File: config.mk
export PLATFORM = sky130hd
export DESIGN_NAME = vga_timing_gen
export DESIGN_NICKNAME = d
export VERILOG_FILES = /design/src/rtl/vga_timing_gen.sv
export SDC_FILE = /design/constraint.sdc
export NUM_CORES = 1
export LEC_CHECK = 0
export ABC_AREA = 1
export CAP_MARGIN = 30
export CORE_MARGIN = 2
export CORE_UTILIZATION = 51
export CTS_CLUSTER_DIAMETER = 80
export CTS_CLUSTER_SIZE = 16
export DETAILED_ROUTE_END_ITERATION = 6
export PLACE_DENSITY = 0.91
export REMOVE_ABC_BUFFERS = 1
export SETUP_SLACK_MARGIN = 0.5
export SYNTH_ARGS = -nofsm -noshare
export SYNTH_HDL_FRONTEND = slang
export SYNTH_SLANG_ARGS = --single-unit
File: constraint.sdc
create_clock -name vga_clock -period 2.7 [get_ports vga_clock]
set_input_delay 0.27 -clock vga_clock [delete_from_list [all_inputs] [get_ports vga_clock]]
set_output_delay 0.27 -clock vga_clock [all_outputs]
set_load 0.01 [all_outputs]
File: src/rtl/vga_timing_gen.sv
`default_nettype none
// ============================================================================
// Module      : vga_timing_gen
// Description : VGA raster timing generator. Free-running h/v counters give
//               the display block its pixel coordinates with zero latency.
//               Sync and blank are decoded from the counters and delayed by
//               PIPE_DLY enabled cycles, so they line up with pixel data that
//               arrives PIPE_DLY cycles after the coordinates. One output
//               register stage then drives the DAC.
//
// Ports       : vga_clock   - pixel clock, rising edge
//               rst_n       - asynchronous active-low reset
//               pix_en      - pixel-clock enable, all state advances on it
//               red_in      - [7:0] pixel red from the display block
//               green_in    - [7:0] pixel green from the display block
//               blue_in     - [7:0] pixel blue from the display block
//               hcount      - [9:0] current column
//               vcount      - [9:0] current line
//               frame_tick  - one-cycle pulse at the start of vertical blank
//               vga_r/g/b   - [7:0] registered colour to the DAC
//               vga_hs_n    - horizontal sync, active low
//               vga_vs_n    - vertical sync, active low
//               vga_blank_n - high while the pixel is visible
//
// Revision    : 1.0 - initial release
// ============================================================================
module vga_timing_gen #(
    parameter int H_ACTIVE = 640,
    parameter int H_FP     = 16,
    parameter int H_SYNC   = 96,
    parameter int H_BP     = 48,
    parameter int V_ACTIVE = 480,
    parameter int V_FP     = 10,
    parameter int V_SYNC   = 2,
    parameter int V_BP     = 33,
    parameter int PIPE_DLY = 1
) (
    input  logic       vga_clock,
    input  logic       rst_n,
    input  logic       pix_en,
    input  logic [7:0] red_in,
    input  logic [7:0] green_in,
    input  logic [7:0] blue_in,
    output logic [9:0] hcount,
    output logic [9:0] vcount,
    output logic       frame_tick,
    output logic [7:0] vga_r,
    output logic [7:0] vga_g,
    output logic [7:0] vga_b,
    output logic       vga_hs_n,
    output logic       vga_vs_n,
    output logic       vga_blank_n
);

    localparam int H_TOTAL      = H_ACTIVE + H_FP + H_SYNC + H_BP;
    localparam int V_TOTAL      = V_ACTIVE + V_FP + V_SYNC + V_BP;
    localparam int H_SYNC_START = H_ACTIVE + H_FP;
    localparam int H_SYNC_END   = H_ACTIVE + H_FP + H_SYNC;
    localparam int V_SYNC_START = V_ACTIVE + V_FP;
    localparam int V_SYNC_END   = V_ACTIVE + V_FP + V_SYNC;

    // ------------------------------------------------------------------------
    // Elaboration-time parameter guard (counters are 10 bits wide)
    // ------------------------------------------------------------------------
    generate
        if ((PIPE_DLY < 1) || (PIPE_DLY > 4) ||
            (H_FP == 0) || (H_SYNC == 0) || (H_BP == 0) ||
            (V_FP == 0) || (V_SYNC == 0) || (V_BP == 0) ||
            (H_ACTIVE < 1) || (V_ACTIVE < 1) ||
            (H_TOTAL > 1024) || (V_TOTAL > 1024)) begin : g_bad_params
            $error("vga_timing_gen: illegal parameter set");
        end
    endgenerate

    // ------------------------------------------------------------------------
    // State
    // ------------------------------------------------------------------------
    logic [9:0]          hcount_q, hcount_d;
    logic [9:0]          vcount_q, vcount_d;
    logic                frame_tick_q, frame_tick_d;
    logic [PIPE_DLY-1:0] hs_pipe_q, hs_pipe_d;
    logic [PIPE_DLY-1:0] vs_pipe_q, vs_pipe_d;
    logic [PIPE_DLY-1:0] vis_pipe_q, vis_pipe_d;
    logic                hs_n_q, hs_n_d;
    logic                vs_n_q, vs_n_d;
    logic                blank_n_q, blank_n_d;
    logic [7:0]          r_q, r_d;
    logic [7:0]          g_q, g_d;
    logic [7:0]          b_q, b_d;

    logic                hs_raw;
    logic                vs_raw;
    logic                vis_raw;
    logic                vis_dly;

    // ------------------------------------------------------------------------
    // Raster counters
    // ------------------------------------------------------------------------
    always_comb begin
        hcount_d = hcount_q;
        vcount_d = vcount_q;
        if (pix_en) begin
            if (hcount_q == 10'(H_TOTAL - 1)) begin
                hcount_d = 10'd0;
                if (vcount_q == 10'(V_TOTAL - 1)) begin
                    vcount_d = 10'd0;
                end else begin
                    vcount_d = vcount_q + 10'd1;
                end
            end else begin
                hcount_d = hcount_q + 10'd1;
            end
        end
    end

    // ------------------------------------------------------------------------
    // Raw decode of the current counter position
    // ------------------------------------------------------------------------
    always_comb begin
        hs_raw  = !((hcount_q >= 10'(H_SYNC_START)) && (hcount_q < 10'(H_SYNC_END)));
        vs_raw  = !((vcount_q >= 10'(V_SYNC_START)) && (vcount_q < 10'(V_SYNC_END)));
        vis_raw = (hcount_q < 10'(H_ACTIVE)) && (vcount_q < 10'(V_ACTIVE));
    end

    // ------------------------------------------------------------------------
    // Delay line: stage 0 takes the raw decode, the last stage feeds the
    // output registers. Holds while pix_en is low.
    // ------------------------------------------------------------------------
    always_comb begin
        hs_pipe_d  = hs_pipe_q;
        vs_pipe_d  = vs_pipe_q;
        vis_pipe_d = vis_pipe_q;
        if (pix_en) begin
            hs_pipe_d[0]  = hs_raw;
            vs_pipe_d[0]  = vs_raw;
            vis_pipe_d[0] = vis_raw;
            for (int i = 1; i < PIPE_DLY; i++) begin
                hs_pipe_d[i]  = hs_pipe_q[i-1];
                vs_pipe_d[i]  = vs_pipe_q[i-1];
                vis_pipe_d[i] = vis_pipe_q[i-1];
            end
        end
    end

    assign vis_dly = vis_pipe_q[PIPE_DLY-1];

    // ------------------------------------------------------------------------
    // Output register stage and frame tick
    // ------------------------------------------------------------------------
    always_comb begin
        hs_n_d       = hs_n_q;
        vs_n_d       = vs_n_q;
        blank_n_d    = blank_n_q;
        r_d          = r_q;
        g_d          = g_q;
        b_d          = b_q;
        frame_tick_d = frame_tick_q;
        if (pix_en) begin
            hs_n_d       = hs_pipe_q[PIPE_DLY-1];
            vs_n_d       = vs_pipe_q[PIPE_DLY-1];
            blank_n_d    = vis_dly;
            r_d          = vis_dly ? red_in   : 8'd0;
            g_d          = vis_dly ? green_in : 8'd0;
            b_d          = vis_dly ? blue_in  : 8'd0;
            // Armed by the enabled edge leaving (0, V_ACTIVE); cleared by the
            // next enabled edge, so it spans exactly one enabled cycle.
            frame_tick_d = (hcount_q == 10'd0) && (vcount_q == 10'(V_ACTIVE));
        end
    end

    always_ff @(posedge vga_clock or negedge rst_n) begin
        if (!rst_n) begin
            hcount_q     <= 10'd0;
            vcount_q     <= 10'd0;
            frame_tick_q <= 1'b0;
            hs_pipe_q    <= {PIPE_DLY{1'b1}};
            vs_pipe_q    <= {PIPE_DLY{1'b1}};
            vis_pipe_q   <= {PIPE_DLY{1'b0}};
            hs_n_q       <= 1'b1;
            vs_n_q       <= 1'b1;
            blank_n_q    <= 1'b0;
            r_q          <= 8'd0;
            g_q          <= 8'd0;
            b_q          <= 8'd0;
        end else begin
            hcount_q     <= hcount_d;
            vcount_q     <= vcount_d;
            frame_tick_q <= frame_tick_d;
            hs_pipe_q    <= hs_pipe_d;
            vs_pipe_q    <= vs_pipe_d;
            vis_pipe_q   <= vis_pipe_d;
            hs_n_q       <= hs_n_d;
            vs_n_q       <= vs_n_d;
            blank_n_q    <= blank_n_d;
            r_q          <= r_d;
            g_q          <= g_d;
            b_q          <= b_d;
        end
    end

    assign hcount      = hcount_q;
    assign vcount      = vcount_q;
    // The armed tick is only presented while the clock is enabled, so a
    // gated-off cycle never shows a pulse and the pulse lands on the first
    // enabled cycle after the counters pass (0, V_ACTIVE).
    assign frame_tick  = frame_tick_q & pix_en;
    assign vga_r       = r_q;
    assign vga_g       = g_q;
    assign vga_b       = b_q;
    assign vga_hs_n    = hs_n_q;
    assign vga_vs_n    = vs_n_q;
    assign vga_blank_n = blank_n_q;

endmodule
`default_nettype wire

Word level (Yosys, flattened, before mapping). Index checks and enable logic that the tools add are counted. Widths: inputs -> output; s select.

Register bits after elaboration: 51. Input port bits: 27. Word-level logic and storage cells: 37.

Add/subtract/negate cells: 2. $lt $le $gt $ge: 6. Eq/ne operators: 3. Multiplexer cells: 5. Bitwise operators: 1. Reductions and logical operators: 8.

Operators by type and width (count): $mux 8 (3); $add 10x1->10 const B (2); $eq 10x10->1 const B (2); $lt 10x10->1 const B (2); $lt 10x9->1 const B (2); $mux 10 (2); $eq 10x9->1 const B (1); $ge 10x10->1 const B (1); $ge 10x9->1 const B (1); $logic_not 10->1 (1); $logic_and 1x1->1 (4); $logic_not 1->1 (2); $reduce_and 2->1 (1); $and 1x1->1 (1).

Logic depth before layout (Yosys ltp).
Depth after elaboration: 3. Depth in mapped cells: 8.

Worst setup path before layout. OpenSTA, ideal clock, no wires.

Path type: flip-flop to flip-flop. Start point: register hcount_q[0], in the netlist hcount[0]. End point: register vcount_q[3], in the netlist vcount[3]. Arrival time: 1.212 ns. Setup slack: 1.370 ns. Stages on the path, launching flop included: 9. Cells stage by stage: dfrtp_1 ha_1 inv_1 nor2_4 nand3_4 nor2_8 inv_6 nand2_1 o21ai_2.

Word-level cells in the longest chain between the ends: 2.

Ends and longest elaborated chain: from (decl) (RTL line 78) `logic [9:0] hcount_q, hcount_d;`; from (signal assigned) (RTL line 186) `hcount_q <= hcount_d;`; $eq 10x10->1 (RTL line 103) `if (hcount_q == 10'(H_TOTAL - 1)) begin`; $reduce_and 2->1 (no line); to (signal assigned) (RTL line 187) `vcount_q <= vcount_d;`; to (decl) (RTL line 79) `logic [9:0] vcount_q, vcount_d;`.

Every way passes these cells. A chain may end at the register's enable or synchronous reset.

Final worst setup path.
Start point: input pix_en. End point: output frame_tick.

Word-level cells in the longest chain between the ends: 1.

Ends and longest elaborated chain: from (decl) (RTL line 40) `input logic pix_en,`; $and 1x1->1 (RTL line 206) `assign frame_tick = frame_tick_q & pix_en;`; to (decl) (RTL line 46) `output logic frame_tick,`.

Every way passes these cells.

==> flow_metrics.py <==
metrics = {
    "power": {
        "power.leakage_nw": 1.671,
        "p_total_mw": 1.953,
        "vdd_drop_max_mv": 0.5321,
        "power_density_nw_per_um2": 566.4,
    },
    "clock_network": {
        "path_clk_slew_ns": 0.10,
        "post_cts_buffers": 0,
        "cts.sinks": 51,
        "root_buffer": "clkbuf_8",
        "tritoncts": "yes",
        "post_cts_resized": 0,
        "cts_hold_buf": 0,
        "clock_path_buffers": 2,
        "clock_latency_ns": 0.31,
        "numCtsBuffers": 5,
        "htreeDepth": 2,
    },
    "floorplanning": {
        "dieArea_sq_um": 5553,
        "placementRows": 25,
        "start_util_pct": 53.34,
        "die_h_microns": 74.52,
        "io_pins": 75,
        "die_w_microns": 74.52,
        "fp.coreArea_sq_um": 4755,
    },
    "sta": {
        "skew_ns": 0.01011,
        "fin_tns_setup_ns": 0,
        "rsz0062_at_grt": "false",
        "tightest_slew_ns": 0.8011,
        "fmax_ghz": 0.5677,
        "timing.hold.ws_ns": 0.03477,
        "fin_crit_ns": 1.762,
        "setup-violations-final": 0,
        "relSlewSlack_pct": 46.60,
        "hold_viol": 0,
        "finalCritPeriodShare_pct": 65.24,
        "slew_viol_final": 0,
    },
    "setup_path": {
        "crit_type": "input port to output port",
        "rr_startpoint": "vcount[1]$_DFFE_PN0P_",
        "ff2ff_setup_slack_ns": 1.16,
        "start_kind": "input port",
        "reg2regPathDepth": 7,
        "crit_required_ns": 2.43,
        "reg2reg_to": "vcount[8]$_DFFE_PN0P_",
        "worst-path-max-fanout": 17,
        "critical_path.startpoint": "pix_en",
        "cp.arrival_ns": 1.49,
        "end_kind": "output port",
    },
    "place": {
        "postPlaceCellArea_sq_um": 3324,
        "dp_hpwl_mm": 4.633,
        "place_congestion": 0.8777,
        "placed_cells": 440,
        "port_buffers": 74,
    },
    "logic_synthesis": {
        "syn_area_sq_um": 2536,
        "yosysSeqAreaShare_pct": 50.52,
        "synth_compound_area_share_pct": 4.884,
        "yosysTopAreaCell": "dfrtp_1",
        "synthCells": 308,
        "yosys-top-cells-area": "dfrtp_1, nand2_1, nand3_1",
        "muxShareOfSynthArea_pct": 0,
        "synth_top_family_by_area": "simple AND/OR/NAND/NOR gates",
        "synth-seq-cells": 51,
        "avgSynthCellArea_sq_um": 8.234,
        "synth-xor-area-share_pct": 2.072,
        "synthSimpleGateAreaFrac_pct": 33.30,
        "yosys.area_share.adder_pct": 2.467,
        "synth_top_area_share_pct": 46.37,
        "synth_cell_types": 29,
        "ys.warnings.count": 0,
    },
    "grt": {
        "grt_max_degree": 37,
        "overflow": 0,
        "grt_pass1_wl_mm": 10.42,
        "grt_pass1_vias": 2306,
        "globalRouteTotalUtil_pct": 24.34,
        "antenna_found_initial": 0,
    },
    "cells_and_area": {
        "layout.nets": 412,
        "multiInputGateArea_sq_um": 1084,
        "fill_cells": 355,
        "layoutNonFillerInstCount": 448,
        "n_antenna_cell": 0,
        "design_area_sq_um": 3448,
        "syn_to_final_growth_pct": 35.96,
        "layout-drive-gt1-share_pct": 8.924,
        "regArea_sq_um": 1281,
    },
    "drt": {
        "num_vias": 2365,
        "avgRoutedWirePerCell_microns": 14.85,
        "routed_wl_mm": 6.654,
        "first_pass_iters": 4,
        "drtAntennaViolNets": 0,
        "detail_route.drc_violations": 0,
        "vias_per_cell": 5.279,
        "drtIter0Drc": 222,
    },
    "status": {
        "status": "completed",
    },
    "min_path": {
        "hold_path_class": "input port to async pin",
    },
    "run": {
        "maxCapViolations": 0,
    },
}
report_power, final:
group          internal, mW  switching [mW]
clock network         0.305           0.273
registers             0.841          0.0896
logic                 0.227           0.217
total                  1.37           0.580
worst max-delay path, cell delays in order:
cell and delay [ns]:
dlymetal6s2s_1 0.50, nand2_1 0.12, inv_1 0.08, clkdlybuf4s50_1 0.52
synthesized netlist by cell type, drive strengths merged:
cell type	count
nand2	102
dfrtp	47
nand3	40
inv	28
nor2	24
o21ai	16
clkbuf	9
nor3	9
nand4	6
ha	5
xor2	5
a21oi	4
buf	4
dfstp	4
a31oi	2
nand3b	1
nor3b	1
xnor2	1
state kept, by name (all words and copies together), names as in the netlist:
| name | cells |
|---|---|
| vga_b | 8 |
| vga_blank_n | 1 |
| vga_hs_n | 1 |
| vga_vs_n | 1 |
| frame_tick_q | 1 |
| vga_g | 8 |
| vis_dly | 1 |
| vs_pipe_q | 1 |
| hcount | 10 |
| vga_r | 8 |
| vcount | 10 |
| hs_pipe_q | 1 |
metal layers:
layer	up-vias	share of wire [%]	wire, microns	global-route usage [%]
li1	1129	-	-	-
met1	1135	40	2686	31.48
met2	87	53	3495	41.20
met3	14	4.8	319	3.252
met4	0	2.3	153	10.12
met5	-	0	0	0
worst max-delay path by stage:
stage / end / slack [ns] / cells after the start
floorplan: vcount[5]$_DFFE_PN0P_ / 1.36 / 8
global placement: frame_tick / 0.64 / 4
detailed placement: vga_r[2]$_DFFE_PN0P_ / 0.51 / 5
CTS: frame_tick / 0.55 / 4
global route: frame_tick / 0.85 / 4
finish: frame_tick / 0.94 / 4
per-stage QoR:
step           utilization (%)  setup WS [ns]
2_1_floorplan                -          1.363
3_3_place_gp             69.92         0.6382
3_5_place_dp             69.92         0.5110
4_1_cts                  72.47         0.5479
5_1_grt                  72.53         0.8479
6_report                 72.53         0.9385
cell families after synthesis:
kind of cell / Yosys count
xor+xnor: 6
buf+inv: 41
fa+ha+maj: 5
compound gates: 22
simple gates: 183
flops: 51
cell type report:
cell class                 count  area share, %
clock buffer                   6          2.395
clock inverter                 2          1.125
inverter                      28          3.193
multi-input combinational    216          31.42
sequential                    51          37.16
tap                           67          2.431
timing repair buffer          78          22.28
cells in the final DEF, fill, tap and decap left out, types with 2 or more instances in the layout:
| cell | Yosys | final |
|---|---|---|
| o21ai_0 | 13 | 13 |
| clkbuf_8 | 0 | 6 |
| inv_1 | 26 | 26 |
| inv_6 | 1 | 2 |
| nand2_2 | 3 | 3 |
| xor2_1 | 5 | 5 |
| nor2_2 | 2 | 2 |
| nor2_1 | 18 | 18 |
| clkdlybuf4s50_1 | 0 | 72 |
| dfrtp_1 | 47 | 47 |
| dfstp_2 | 4 | 4 |
| nor2_4 | 3 | 3 |
| buf_4 | 3 | 4 |
| a31oi_1 | 2 | 2 |
| o21ai_2 | 3 | 3 |
| nand4_1 | 6 | 6 |
| nand3_1 | 38 | 38 |
| ha_1 | 5 | 5 |
| nand2_1 | 99 | 99 |
| a21oi_1 | 4 | 4 |
| nor3_1 | 8 | 8 |
(Power assumes the default switching activity.)
